===== config.mk =====
export PLATFORM = sky130hd
export DESIGN_NAME = mem_dump_tx
export DESIGN_NICKNAME = d
export VERILOG_FILES = /design/src/rtl/dump_pkg.sv /design/src/rtl/uart_tx_byte.sv /design/src/rtl/mem_dump_tx.sv
export SDC_FILE = /design/constraint.sdc
export NUM_CORES = 1
export LEC_CHECK = 0
export ABC_AREA = 1
export CORE_AREA = 4 4 133 135
export DETAILED_ROUTE_END_ITERATION = 8
export DIE_AREA = 0 0 137 139
export SYNTH_ARGS = -nofsm -noshare
export SYNTH_HDL_FRONTEND = slang
export SYNTH_SLANG_ARGS = --single-unit

===== constraint.sdc =====
create_clock -name clk -period 5.6 [get_ports clk]
set_input_delay 1.12 -clock clk [delete_from_list [all_inputs] [get_ports clk]]
set_output_delay 1.12 -clock clk [all_outputs]
set_load 0.05 [all_outputs]

===== src/rtl/dump_pkg.sv =====
// Shared state encoding and UART frame constants for the post-run memory dump engine.
package dump_pkg;

    typedef enum logic [2:0] {
        IDLE  = 3'd0,
        FETCH = 3'd1,
        LOAD  = 3'd2,
        START = 3'd3,
        DATA  = 3'd4,
        STOP  = 3'd5,
        DONE  = 3'd6
    } dump_state_t;

    localparam int DATA_BITS      = 8;
    localparam int BYTES_PER_WORD = 4;
    localparam int WORD_STRIDE    = 4;

endpackage


===== src/rtl/uart_tx_byte.sv =====
// UART 8N1 byte transmitter with a valid/ready byte handoff and a registered tx line.
module uart_tx_byte
    import dump_pkg::*;
#(
    parameter int CLKS_PER_BIT = 434
) (
    input  logic       clk,
    input  logic       reset,
    input  logic       valid,
    input  logic [7:0] data,
    output logic       ready,
    output logic       tx
);

    localparam int CNT_W = (CLKS_PER_BIT > 1) ? $clog2(CLKS_PER_BIT) : 1;

    dump_state_t      state;
    logic [CNT_W-1:0] baud_cnt;
    logic [2:0]       bit_cnt;
    logic [7:0]       shreg;
    logic             bit_end;

    assign bit_end = (baud_cnt == CNT_W'(CLKS_PER_BIT - 1));
    // Ready in the last stop-bit cycle lets the next frame start with no idle gap.
    assign ready   = (state == IDLE) || ((state == STOP) && bit_end);

    always_ff @(posedge clk) begin
        if (!reset) begin
            state    <= IDLE;
            tx       <= 1'b1;
            baud_cnt <= '0;
            bit_cnt  <= '0;
            shreg    <= '0;
        end else begin
            case (state)
                IDLE: begin
                    baud_cnt <= '0;
                    if (valid) begin
                        shreg <= data;
                        tx    <= 1'b0;
                        state <= START;
                    end
                end
                START: begin
                    if (bit_end) begin
                        baud_cnt <= '0;
                        bit_cnt  <= '0;
                        tx       <= shreg[0];
                        state    <= DATA;
                    end else begin
                        baud_cnt <= baud_cnt + 1'b1;
                    end
                end
                DATA: begin
                    if (bit_end) begin
                        baud_cnt <= '0;
                        if (bit_cnt == 3'(DATA_BITS - 1)) begin
                            tx    <= 1'b1;
                            state <= STOP;
                        end else begin
                            bit_cnt <= bit_cnt + 3'd1;
                            shreg   <= shreg >> 1;
                            tx      <= shreg[1];
                        end
                    end else begin
                        baud_cnt <= baud_cnt + 1'b1;
                    end
                end
                STOP: begin
                    if (bit_end) begin
                        baud_cnt <= '0;
                        if (valid) begin
                            shreg <= data;
                            tx    <= 1'b0;
                            state <= START;
                        end else begin
                            state <= IDLE;
                        end
                    end else begin
                        baud_cnt <= baud_cnt + 1'b1;
                    end
                end
                default: begin
                    tx    <= 1'b1;
                    state <= IDLE;
                end
            endcase
        end
    end

endmodule


===== src/rtl/mem_dump_tx.sv =====
// Walks a window of data RAM and streams each word, little-endian byte order, over UART.
module mem_dump_tx
    import dump_pkg::*;
#(
    parameter int          CLKS_PER_BIT = 434,
    parameter logic [31:0] BASE_ADDR    = 32'h0000_0000,
    parameter int          NUM_WORDS    = 64
) (
    input  logic        clk,
    input  logic        reset,
    input  logic        start,
    input  logic [31:0] mem_rd_data,
    output logic [31:0] mem_addr,
    output logic        tx,
    output logic        busy,
    output logic        done,
    output logic [7:0]  byte_out
);

    dump_state_t state;
    logic [31:0] word_reg;
    logic [31:0] word_cnt;
    logic [1:0]  byte_idx;
    logic        tx_valid;
    logic        tx_ready;
    logic [7:0]  tx_data;

    // Byte 0 is offered straight from RAM during LOAD so its start bit begins as LOAD ends.
    always_comb begin
        tx_valid = 1'b0;
        tx_data  = word_reg[{byte_idx, 3'b000} +: 8];
        case (state)
            LOAD: begin
                tx_valid = 1'b1;
                tx_data  = mem_rd_data[7:0];
            end
            START:   tx_valid = 1'b1;
            default: tx_valid = 1'b0;
        endcase
    end

    always_ff @(posedge clk) begin
        if (!reset) begin
            state    <= IDLE;
            mem_addr <= BASE_ADDR;
            word_cnt <= '0;
            byte_idx <= '0;
            byte_out <= '0;
            busy     <= 1'b0;
            done     <= 1'b0;
        end else begin
            done <= 1'b0;
            case (state)
                IDLE: begin
                    if (start) begin
                        word_cnt <= '0;
                        mem_addr <= BASE_ADDR;
                        busy     <= 1'b1;
                        state    <= FETCH;
                    end
                end
                FETCH: state <= LOAD;
                LOAD: begin
                    word_reg <= mem_rd_data;
                    byte_idx <= 2'd0;
                    state    <= START;
                    if (tx_ready) begin
                        byte_out <= mem_rd_data[7:0];
                        byte_idx <= 2'd1;
                    end
                end
                START: begin
                    if (tx_ready) begin
                        byte_out <= tx_data;
                        if (byte_idx == 2'(BYTES_PER_WORD - 1))
                            state <= STOP;
                        else
                            byte_idx <= byte_idx + 2'd1;
                    end
                end
                // Wait for the last frame of the word to finish its stop bit.
                STOP: begin
                    if (tx_ready) begin
                        if (word_cnt < 32'(NUM_WORDS - 1)) begin
                            word_cnt <= word_cnt + 32'd1;
                            mem_addr <= mem_addr + 32'(WORD_STRIDE);
                            state    <= FETCH;
                        end else begin
                            busy  <= 1'b0;
                            state <= DONE;
                        end
                    end
                end
                DONE: begin
                    done  <= 1'b1;
                    state <= IDLE;
                end
                default: state <= IDLE;
            endcase
        end
    end

    uart_tx_byte #(
        .CLKS_PER_BIT(CLKS_PER_BIT)
    ) u_uart (
        .clk  (clk),
        .reset(reset),
        .valid(tx_valid),
        .data (tx_data),
        .ready(tx_ready),
        .tx   (tx)
    );

endmodule

* Yosys cells after proc, flatten, opt, wreduce, memory -nomap -nowiden *
Index checks and enable logic that the tools add are counted.

storage, ports and cells
  register bits = 135
  input bits = 35
  output and inout bits = 43
  logic and storage cells = 117

operators by class
  add/sub/neg operators = 5
  $lt $le $gt $ge = 1
  equality and inequality tests = 25
  shift-type cells = 1
  multiplexer cells = 51
  reductions and logical operators = 21

operators by type and width
  kind                   count
  $mux 32                5
  $pmux 32 s2            2
  $mux 8                 7
  $mux 3                 13
  $add 32x1->32 const B  1
  $add 32x3->32 const B  1
  $lt 32x6->1 const B    1
  $shiftx 32x6->8        1
  $pmux 8 s3             1
  $ne 2x2->1 const B     10
  $reduce_and 4->1       5
  $pmux 9 s2             1
  $pmux 8 s2             1
  $eq 3x3->1 const B     5
  $pmux 3 s5             1
  $pmux 3 s4             1
  $mux 1                 11
  $add 9x1->9 const B    1
  $eq 3x2->1 const B     3
  $eq 9x9->1 const B     1
  $mux 9                 1
  $reduce_and 3->1       3
  $ne 2x1->1 const B     4
  $reduce_bool 2->1      4
  other kinds (17)       20

* Depth between registers and ports, before layout *
Gate-level depths: netlist of run 1.

  depth in word-level cells = 6
  depth in mapped cells = 14
  gate-level depth less buffers = 12

* Hierarchy *
From an unflattened synthesis of run 1, not the netlist that was laid out.

second synthesis, totals
  cells, all modules = 938
  area total of the unflattened synthesis = 6,707.7 um^2

modules (own cells, without submodules)
  module        times used  cells each  area an instance (um^2)  seq. area each (um^2)
  mem_dump_tx   1           711         5,198.7                  2,502.4
  uart_tx_byte  1           227         1,508.9                  480.5

* Worst setup path after synthesis of run 1 *
Ideal clock, no wire load.

  kind = in2reg
  from = in reset
  to = reg word_reg[0] (enable)
  library setup time = 0.421 ns
  arrival time = 2.740 ns
  required time = 5.179 ns
  slack = 2.439 ns
  stages = 3
  buffers on the path = 1
  path through = inv_2 > clkbuf_1 > nor2_1

between the ends
  word-level cells in the longest chain between the ends = 1

ends and longest elaborated chain
  item                               line               text
  start: declaration                 mem_dump_tx.sv:10  input logic reset,
  $reduce_and 2->1 (no source line)  -
  end signal: assignment             mem_dump_tx.sv:64  word_reg <= mem_rd_data;
  end: declaration                   mem_dump_tx.sv:21  logic [31:0] word_reg;

Every way passes these cells.
A chain may end at the register's enable or synchronous reset.

* Final worst setup path of run 1 *
  from = in start
  to = reg word_cnt[1]

between the ends
  word-level cells in the longest chain between the ends = 2

ends and longest elaborated chain
  item                               line               text
  start: declaration                 mem_dump_tx.sv:11  input logic start,
  $ne 2x2->1 (no source line)        -
  $reduce_and 4->1 (no source line)  -
  end signal: assignment             mem_dump_tx.sv:85  word_cnt <= word_cnt + 32'd1;
  end: declaration                   mem_dump_tx.sv:22  logic [31:0] word_cnt;

Every way passes these cells.

==> run metrics, run 1 <==
run status finished clean; Pwr per Cell Area between 400 and 500 mW/mm^2; die width 137 um; post-CTS setup buffer count 0; worst hold path type reg -> reg; Crit Path Class in -> reg; nets@finish 1000; WL/cell approximately 13 um; post_cts resized 0; part of the Yosys area used for sequential elements 0.462; Syn. warnings 0; Max Slew Vio Count 0; Req. time, crit path between 5 and 6 ns; gr usage total 0.164; clock latency on the worst-skew pair around 0.43 ns; Synth cell types 41; top cells by area, synth dfxtp_1 31%, edfxtp_1 15%, nand2_1 11%, nor2_1 11%, a21oi_1 5.0%; post-DP HPWL ~10000 um; die height 139 um; CP max FO 54; clock-pin slew of the registers on the worst-case setup and hold paths 0.06 ns; Starting Density 0.392; drt drc 0; hold buffer count at CTS 0; Synth Flop Type dfxtp_1; pre-CTS setup slack between 2 and 2.5 ns; Setup violations, final 0; Port Buffers between 70 and 80; cell area after layout 0.00793 mm^2; CP startpoint kind input port; Placer Congestion between 0.8 and 0.9; GR Util met1 0.231; vias in the first global route approximately 5300; synthesized instance count between 800 and 900; period utilization 0.527; Period minus WS final approximately 2.9 ns; Static Leak about 0.0029 uW; Syn Std Cell Area ~0.0065 mm^2; Synth top area share 0.313; Sink Count about 130; clk_skew roughly 0.011 ns; R2R depth 9; ANT nets after route 0; # diodes 0; grt met3 use 0.0443; first-pass GRT wire length about 26000 um; dpl cell area between 0.007 and 0.008 mm^2; die area about 0.019 mm^2; asr flop ratio synth 0; met2 Resource Use GR 0.250; DRT Wirelength 15000 um; total grt overflow 0; crit end category flop; final setup margin approximately 2.7 ns; Clock Tree Buf Depth 2; area of the multi-input gates 0.00297 mm^2; share of cells above drive strength 1 0.0608; Max-Cap Viols 0; Yosys reg bits 133; routed via count 5773; CTS root buf clkbuf_16; Initial DRC Count 370; num rows 47; drt first pass iters 5; number of flops mapped to enable cells by yosys 32; setup tns final 0 ns; initial antenna violation count 0; H-tree levels 4; CP arrival about 3.3 ns; hold path cells 2; Rel. slew slack 0.507; Hold Fails Final Rpt 0; total CTS buffers 17; busiest grt layer met2; fin util 0.482; pin count of the biggest net entering global routing 70; peak supply drop approximately 0.22 mV; Area Overhead vs Synth 22.9%; synthesized area per cell between 7 and 8 um^2; vias per cell 4.85; CTS tree done; Placeable Area about 0.016 mm^2; register area 0.00298 mm^2; post-synthesis cell type with the largest combined area dfxtp_1; num ports between 70 and 80; worst slew pin tran 0.736 ns; fillcell total 1685; RSZ-0062 raised after global routing false; top achievable clock speed 339 MHz
path summary, 6_finish.rpt:
| check | startpoint | endpoint | slack, ns |
|---|---|---|---|
| setup / recovery | start | word_cnt[1] | 2.65 |
| hold / removal | word_cnt[13] | word_cnt[13] | 0.44 |
| setup reg to reg | word_cnt[0] | word_cnt[1] | 2.89 |
| hold reg to reg | word_cnt[13] | word_cnt[13] | 0.44 |
where the power goes:
group          switching, uW  internal (uW)
Combinational            697            258
Sequential              79.3           1090
Clock                    491            642
Total                   1270           1980
per-stage QoR:
step	instances	total power (uW)	hold WS [ns]
global route	1191	3460	0.452
CTS	1191	3280	0.441
floorplan	893	1920	0.418
global placement	1159	2130	0.427
finish	1191	3250	0.440
detailed placement	1159	2140	0.429
cell usage in the layout, fill, tap and decap left out, types with 3 or more instances in the layout:
cell type | Yosys | layout
nand2_1 | 193 | 193
nor2_1 | 182 | 181
dfxtp_1 | 101 | 101
inv_1 | 80 | 80
clkdlybuf4s50_1 | 0 | 75
a21oi_1 | 65 | 65
nand3_1 | 64 | 64
o21ai_0 | 45 | 45
edfxtp_1 | 32 | 32
clkbuf_16 | 0 | 17
nand4_1 | 15 | 15
xor2_1 | 10 | 10
nor2_2 | 8 | 9
ha_1 | 7 | 7
inv_2 | 6 | 6
a31oi_1 | 6 | 6
a21o_1 | 6 | 6
inv_6 | 0 | 6
nor3_1 | 5 | 5
inv_8 | 0 | 5
nand2_2 | 4 | 4
xnor2_1 | 4 | 4
buf_4 | 4 | 3
kinds of logic (layout without fill, tap and decap cells):
group / after synthesis / in the layout / share of synthesized area
AOI/OAI and AO/OA: 138 / 138 / 0.117
DFF: 133 / 133 / 0.462
other: 1 / 2 / 0.000581
xor gates and xnor gates: 14 / 14 / 0.0190
buffers and inverters: 119 / 197 / 0.0793
adders and majority gates: 7 / 7 / 0.0136
and+or+nand+nor: 480 / 480 / 0.309
metal layers:
layer | vias to the layer above | share of wire
li1 | 3025 | -
met1 | 2612 | 0.49
met2 | 125 | 0.45
met3 | 11 | 0.047
met4 | 0 | 0.0076
met5 | - | 0
critical path, stage by stage:
cell and delay [ns]:
clkdlybuf4s50_1 0.52, or2_0 0.16, nand2_2 0.09, inv_2 0.50, nand2_4 0.48, o21ai_0 0.32
nor2_1 0.05
cell usage after synthesis (all sizes together), types with 2 or more instances:
cell and n:
o21bai 2, a221oi 2, nand2 198, inv 86, a21oi 65, dfxtp 101, a22oi 2, nand3 65
o21ai 46, o211ai 2, xnor2 4, a31oi 6, a21o 6, nand4 15, a211oi 2, nor4 2
clkbuf 13, edfxtp 32, ha 7, nor3 5, nor2 191, xor2 10, o22ai 2, or2 3
buf 19
layout make-up:
type	instances	share of cell area
sequential	133	0.376
multi-input combinational	641	0.374
timing repair buffer	78	0.0975
clock buffer	17	0.0536
inverter	87	0.0412
tap	220	0.0347
clock inverter	15	0.0227
Note: power is estimated with default switching activity, not from simulation.
==> run 2: changes to the inputs <==
clock period = 2.4 ns   (was 5.6 ns; I/O delays follow)
==> run 2 against run 1 <==
Effect of this change: non-clock buffer count rose by 13; sequential share of layout area shrank 0.39 points; critical path type is now reg -> out; cell count grew 1.1%; flip-flop and latch count is the same; highest routed layer unchanged; largest cell class unchanged; worst hold slack worse by 0.0043 ns.
==> run metrics, run 2 (synthesized netlist as in run 1, its figures left out) <==
die area 0.0190 mm^2 (unchanged); num rows 47 (unchanged); RSZ-0062 raised after global routing false (unchanged); CP max FO 7 (was 54); Placed Instances 1172 (was 1159); Worst Hold Launch word_cnt[30] (was word_cnt[13]); pin count of the biggest net entering global routing 55 (was 70); Hold Fails Final Rpt 0 (unchanged); hold path cells 2 (unchanged); Port Buffers 75 (unchanged); cell area after layout 0.00801 mm^2 (was 0.00793 mm^2); pre-CTS setup slack 0.302 ns (was 2.16 ns); num ports 78 (unchanged); Starting Density 0.392 (unchanged); post-DP HPWL 10900 um (was 10300 um); dpl cell area 0.00746 mm^2 (was 0.00732 mm^2); CTS tree done (unchanged); most common cell after layout, fill and taps aside nand2_1 (unchanged); Req. time, crit path 1.92 ns (was 5.91 ns); drt drc 0 (unchanged); clk_skew 0.00779 ns (was 0.0108 ns); CP bufs+invs 1 (was 2); worst path cell trace clkdlybuf4s50_1 (was clkdlybuf4s50_1, or2_0, nand2_2, inv_2, nand2_4, o21ai_0, nor2_1); first-pass GRT wire length 25400 um (was 25600 um); total CTS buffers 17 (unchanged); CP startpoint kind flop (was input port); Static Leak 0.00295 uW (was 0.00291 uW); Placeable Area 0.0165 mm^2 (unchanged); top achievable clock speed between 400 and 500 MHz; die height 139 um (unchanged); share of cells above drive strength 1 0.0701 (was 0.0608); worst r2r dst byte_out[7] (was word_cnt[1]); Clock Tree Buf Depth 2 (unchanged); Setup violations, final 0 (unchanged); CTS root buf clkbuf_16 (unchanged); worst hold path type reg -> reg (unchanged); setup tns final 0 ns (unchanged); total grt overflow 0 (unchanged); final setup margin 0.162 ns (was 2.65 ns); drt first pass iters 4 (was 5); WL/cell 12.8 um (was 12.6 um); # diodes 0 (unchanged); Final Power 7570 uW (was 3250 uW); post-CTS setup buffer count 0 (unchanged); fillcell total 1667 (was 1685); Max Slew Vio Count 0 (unchanged); post_cts resized 0 (unchanged); met1 WL 7740 um (was 7420 um); Pwr per Cell Area 944 mW/mm^2 (was 410 mW/mm^2); DRT Wirelength 15500 um (was 15000 um); area of the multi-input gates 0.00297 mm^2 (unchanged); Hold Crit Endpoint word_cnt[30] (was word_cnt[13]); nets@finish 1013 (was 1000); Crit Path Class reg -> out (was in -> reg); reg2reg setup slack 0.47 ns (was 2.89 ns); vias per cell 4.79 (was 4.85); top sig layer met4 (unchanged); Max-Cap Viols 0 (unchanged); worst slew pin tran 0.654 ns (was 0.736 ns); routed wl met3 726 um (was 706 um); crit end category output pin (was flop); run status finished clean (unchanged); most frequent cells in the layout 193 x nand2_1, 181 x nor2_1, 101 x dfxtp_1 (unchanged); crit-path max cell delay 0.86 ns (was 0.52 ns); clock-pin slew of the registers on the worst-case setup and hold paths 0.06 ns (about the same); Met2 Routed Length 6750 um (was 6790 um); vias in the first global route 5247 (was 5305); period utilization 0.932; Final Non-Filler Cells 1204 (was 1191); Rel. slew slack 0.564 (was 0.507); Sink Count 133 (unchanged); Period minus WS final about 2.2 ns; Initial DRC Count 415 (was 370); initial antenna violation count 0 (unchanged); CP max stage cell clkdlybuf4s50_1 (unchanged); register area 0.00298 mm^2 (unchanged); Area Overhead vs Synth 24.2% (was 22.9%); ANT nets after route 0 (unchanged); H-tree levels 4 (unchanged); Placer Congestion 0.840 (was 0.825); CP arrival 1.76 ns (was 3.26 ns); R2R depth 10 (was 9); gr usage total 0.164 (about the same); peak supply drop 0.580 mV (was 0.225 mV); hold buffer count at CTS 0 (unchanged); routed via count 5764 (was 5773); die width 137 um (unchanged); clock latency on the worst-skew pair 0.42 ns (was 0.43 ns); Worst R2R Start u_uart.baud_cnt[1] (was word_cnt[0]); CP top delay family buffers and inverters (unchanged)
## run 2: changes by cell type in the layout (fill, tap and decap cells not counted), moves of 2 or more
cell and delta:
clkinvlp_4 +4, buf_12 +3, clkinv_8 -2, buf_4 +10, inv_8 -5, clkinv_1 +3
## run 2: stage by stage
step           hold WS (ns)  utilization
2_1_floorplan         0.418            -
3_3_place_gp          0.425        0.453
3_5_place_dp          0.428        0.453
4_1_cts               0.439        0.487
5_1_grt               0.447        0.487
6_report              0.435        0.487
## run 2: worst max-delay path by stage
| stage | from | end | cells past startpoint |
|---|---|---|---|
| CTS | mem_addr[26] | mem_addr[26] | 1 |
| floorplan | state[2] | word_reg[0] | 4 |
| global placement | start | mem_addr[3] | 9 |
| detailed placement | start | mem_addr[3] | 9 |
| finish | mem_addr[26] | mem_addr[26] | 1 |
| global route | mem_addr[4] | mem_addr[4] | 1 |
## run 2: final cells by class
cell class	instances	area share
sequential	133	0.372
multi-input combinational	641	0.370
timing repair buffer	91	0.113
clock buffer	17	0.0531
inverter	87	0.0407
tap	220	0.0343
clock inverter	15	0.0161
## run 2: report_power, final
group          switching, uW  internal (uW)
logic                   1660            748
registers                180           2530
clock network           1020           1430
## run 2: per-layer routing
metal	track usage	vias to the layer above
met4	0.0557	0
met1	0.237	2579
met5	0	-
met2	0.239	113
met3	0.0381	16
li1	-	3056
==> run 3: changes to the inputs <==
clock period = 1.85 ns   (was 2.4 ns; I/O delays follow)
==> run 3 against run 2 <==
Effect of this change: largest cell class is now multi-input combinational cells; register-to-register slack worse by 0.33 ns; cell count up 2.7%; core utilization up 1.8 points.
==> run metrics, run 3 (synthesized netlist as in run 1, its figures left out) <==
run status finished clean (unchanged); Max Slew Vio Count 0 (unchanged); Setup violations, final 0 (unchanged); worst hold path type reg -> reg (unchanged); Placeable Area 0.0165 mm^2 (unchanged); Worst Hold Launch word_cnt[12] (was word_cnt[30]); worst r2r dst word_cnt[0] (was byte_out[7]); R2R depth 12 (was 10); Worst R2R Start u_uart.baud_cnt[1] (unchanged); worst path cell trace inv_2, ha_2, nand2_1, nor2_2, nand3_2, nand3_2, nand2_2, buf_4, a21oi_2, buf_6, nand2_1, a21oi_2 (was clkdlybuf4s50_1); nets@finish 1045 (was 1013); post-DP HPWL 11000 um (was 10900 um); crit end category flop (was output pin); routed via count 5973 (was 5764); clk_skew 0.00805 ns (was 0.00779 ns); switch share 0.373 (was 0.378); clock latency on the worst-skew pair 0.43 ns (was 0.42 ns); total CTS buffers 17 (unchanged); Clock Tree Buf Depth 2 (unchanged); H-tree levels 4 (unchanged); Comb pwr share 0.357 (was 0.318); CP startpoint kind flop (unchanged); first-pass GRT wire length 25900 um (was 25400 um); total grt overflow 0 (unchanged); drt drc 0 (unchanged); Period minus WS final about 1.7 ns; num ports 78 (unchanged); # diodes 0 (unchanged); DRT Wirelength 15800 um (was 15500 um); clock-pin slew of the registers on the worst-case setup and hold paths 0.06 ns (about the same); most common cell after layout, fill and taps aside nand2_1 (unchanged); Sink Count 133 (unchanged); vias in the first global route 5413 (was 5247); share of cells above drive strength 1 0.160 (was 0.0701); fillcell total 1683 (was 1667); drt first pass iters 4 (unchanged); setup tns final 0 ns (unchanged); vias per cell 4.83 (was 4.79); Req. time, crit path 2.21 ns (was 1.92 ns); initial antenna violation count 0 (unchanged); Hold Crit Endpoint word_cnt[12] (was word_cnt[30]); Crit Path Class reg -> reg (was reg -> out); CP arrival 2.07 ns (was 1.76 ns); die width 137 um (unchanged); most frequent cells in the layout 191 x nand2_1, 180 x nor2_1, 96 x dfxtp_1 (was 193 x nand2_1, 181 x nor2_1, 101 x dfxtp_1); Area Overhead vs Synth 28.6% (was 24.2%); Net Switching 3880 uW (was 2860 uW); ANT nets after route 0 (unchanged); Starting Density 0.392 (unchanged); CP max FO 8 (was 7); power share of the clock group 0.308 (was 0.323); CTS tree done (unchanged); hold path cells 2 (unchanged); Initial DRC Count 384 (was 415); Pwr per Cell Area 1250 mW/mm^2 (was 944 mW/mm^2); Placer Congestion 0.825 (was 0.840); crit-path max cell delay 0.33 ns (was 0.86 ns); Max-Cap Viols 0 (unchanged); reg2reg setup slack 0.14 ns (was 0.47 ns); pin count of the biggest net entering global routing 42 (was 55); P_int 6520 uW (was 4710 uW); gr usage total 0.168 (was 0.164); Static Leak 0.00322 uW (was 0.00295 uW); dpl cell area 0.00761 mm^2 (was 0.00746 mm^2); die area 0.0190 mm^2 (unchanged); top achievable clock speed 584 MHz; CP max stage cell dfxtp_2 (was clkdlybuf4s50_1); die height 139 um (unchanged); cell area after layout 0.00830 mm^2 (was 0.00801 mm^2); period utilization 0.925; num rows 47 (unchanged); sequential share of power 0.335 (was 0.359); WL/cell 12.8 um (about the same); peak supply drop 0.799 mV (was 0.580 mV); CTS root buf clkbuf_16 (unchanged); Port Buffers 75 (unchanged); Hold Fails Final Rpt 0 (unchanged)
[run 3: power by group through the flow]
stage          logic, uW  registers [uW]  clock network, uW
2_1_floorplan       2040            3780                  0
3_3_place_gp        3480            3540                  0
3_5_place_dp        3500            3540                  0
4_1_cts             3510            3480               3280
5_1_grt             4100            3520               3400
6_report            3720            3490               3200
[run 3: layout make-up]
type                    instances  area, um^2  area share
flip-flops and latches        133        2990       0.360
inverters                      87         333      0.0401
well taps                     220         275      0.0331
clock inverters                14         129      0.0155
repair buffers                123        1120       0.135
multi-input cells             641        3030       0.364
clock buffers                  18         429      0.0517
[run 3: stage by stage]
stage               cells  total power [uW]  worst slack (ns)  hold slack, ns  utilization
global placement     1200              7030            0.0182           0.425        0.462
detailed placement   1200              7050            0.0207           0.426        0.462
global route         1236             11000          -0.00376           0.447        0.504
finish               1236             10400             0.139           0.435        0.504
floorplan             893              5810          0.000575           0.418            -
CTS                  1232             10300            0.0885           0.437        0.496
[run 3: worst max path at each step]
| stage | endpoint | cells after the start | from |
|---|---|---|---|
| floorplan | mem_addr[18] | 10 | mem_addr[3] |
| global placement | word_cnt[1] | 9 | start |
| detailed placement | word_cnt[1] | 9 | start |
| CTS | word_cnt[5] | 7 | state[2] |
| global route | mem_addr[15] | 8 | word_cnt[27] |
| finish | word_cnt[0] | 12 | u_uart.baud_cnt[1] |
[run 3: critical path, delay by kind of cell (launching register included)]
family          cells  cell delay (ns)
compound gates      2             0.21
fa+ha+maj           1             0.17
buf+inv             3             0.35
flops               1             0.33
simple gates        6             0.58
[run 3: what timing repair did]
action	CTS	global route
setup buffers	0	2
pin swaps	0	6
setup endpoints to repair	1	34
cloned	0	2
hold buffers	0	0
resized for setup	1	27
[run 3: routing by layer]
layer / share of wire / vias to the layer above / routed length [um] / GRT usage
li1: - / 3118 / - / -
met1: 0.49 / 2731 / 7700 / 0.233
met2: 0.45 / 108 / 7200 / 0.255
met3: 0.045 / 16 / 717 / 0.0432
met4: 0.013 / 0 / 204 / 0.0525
met5: 0 / - / 0 / 0
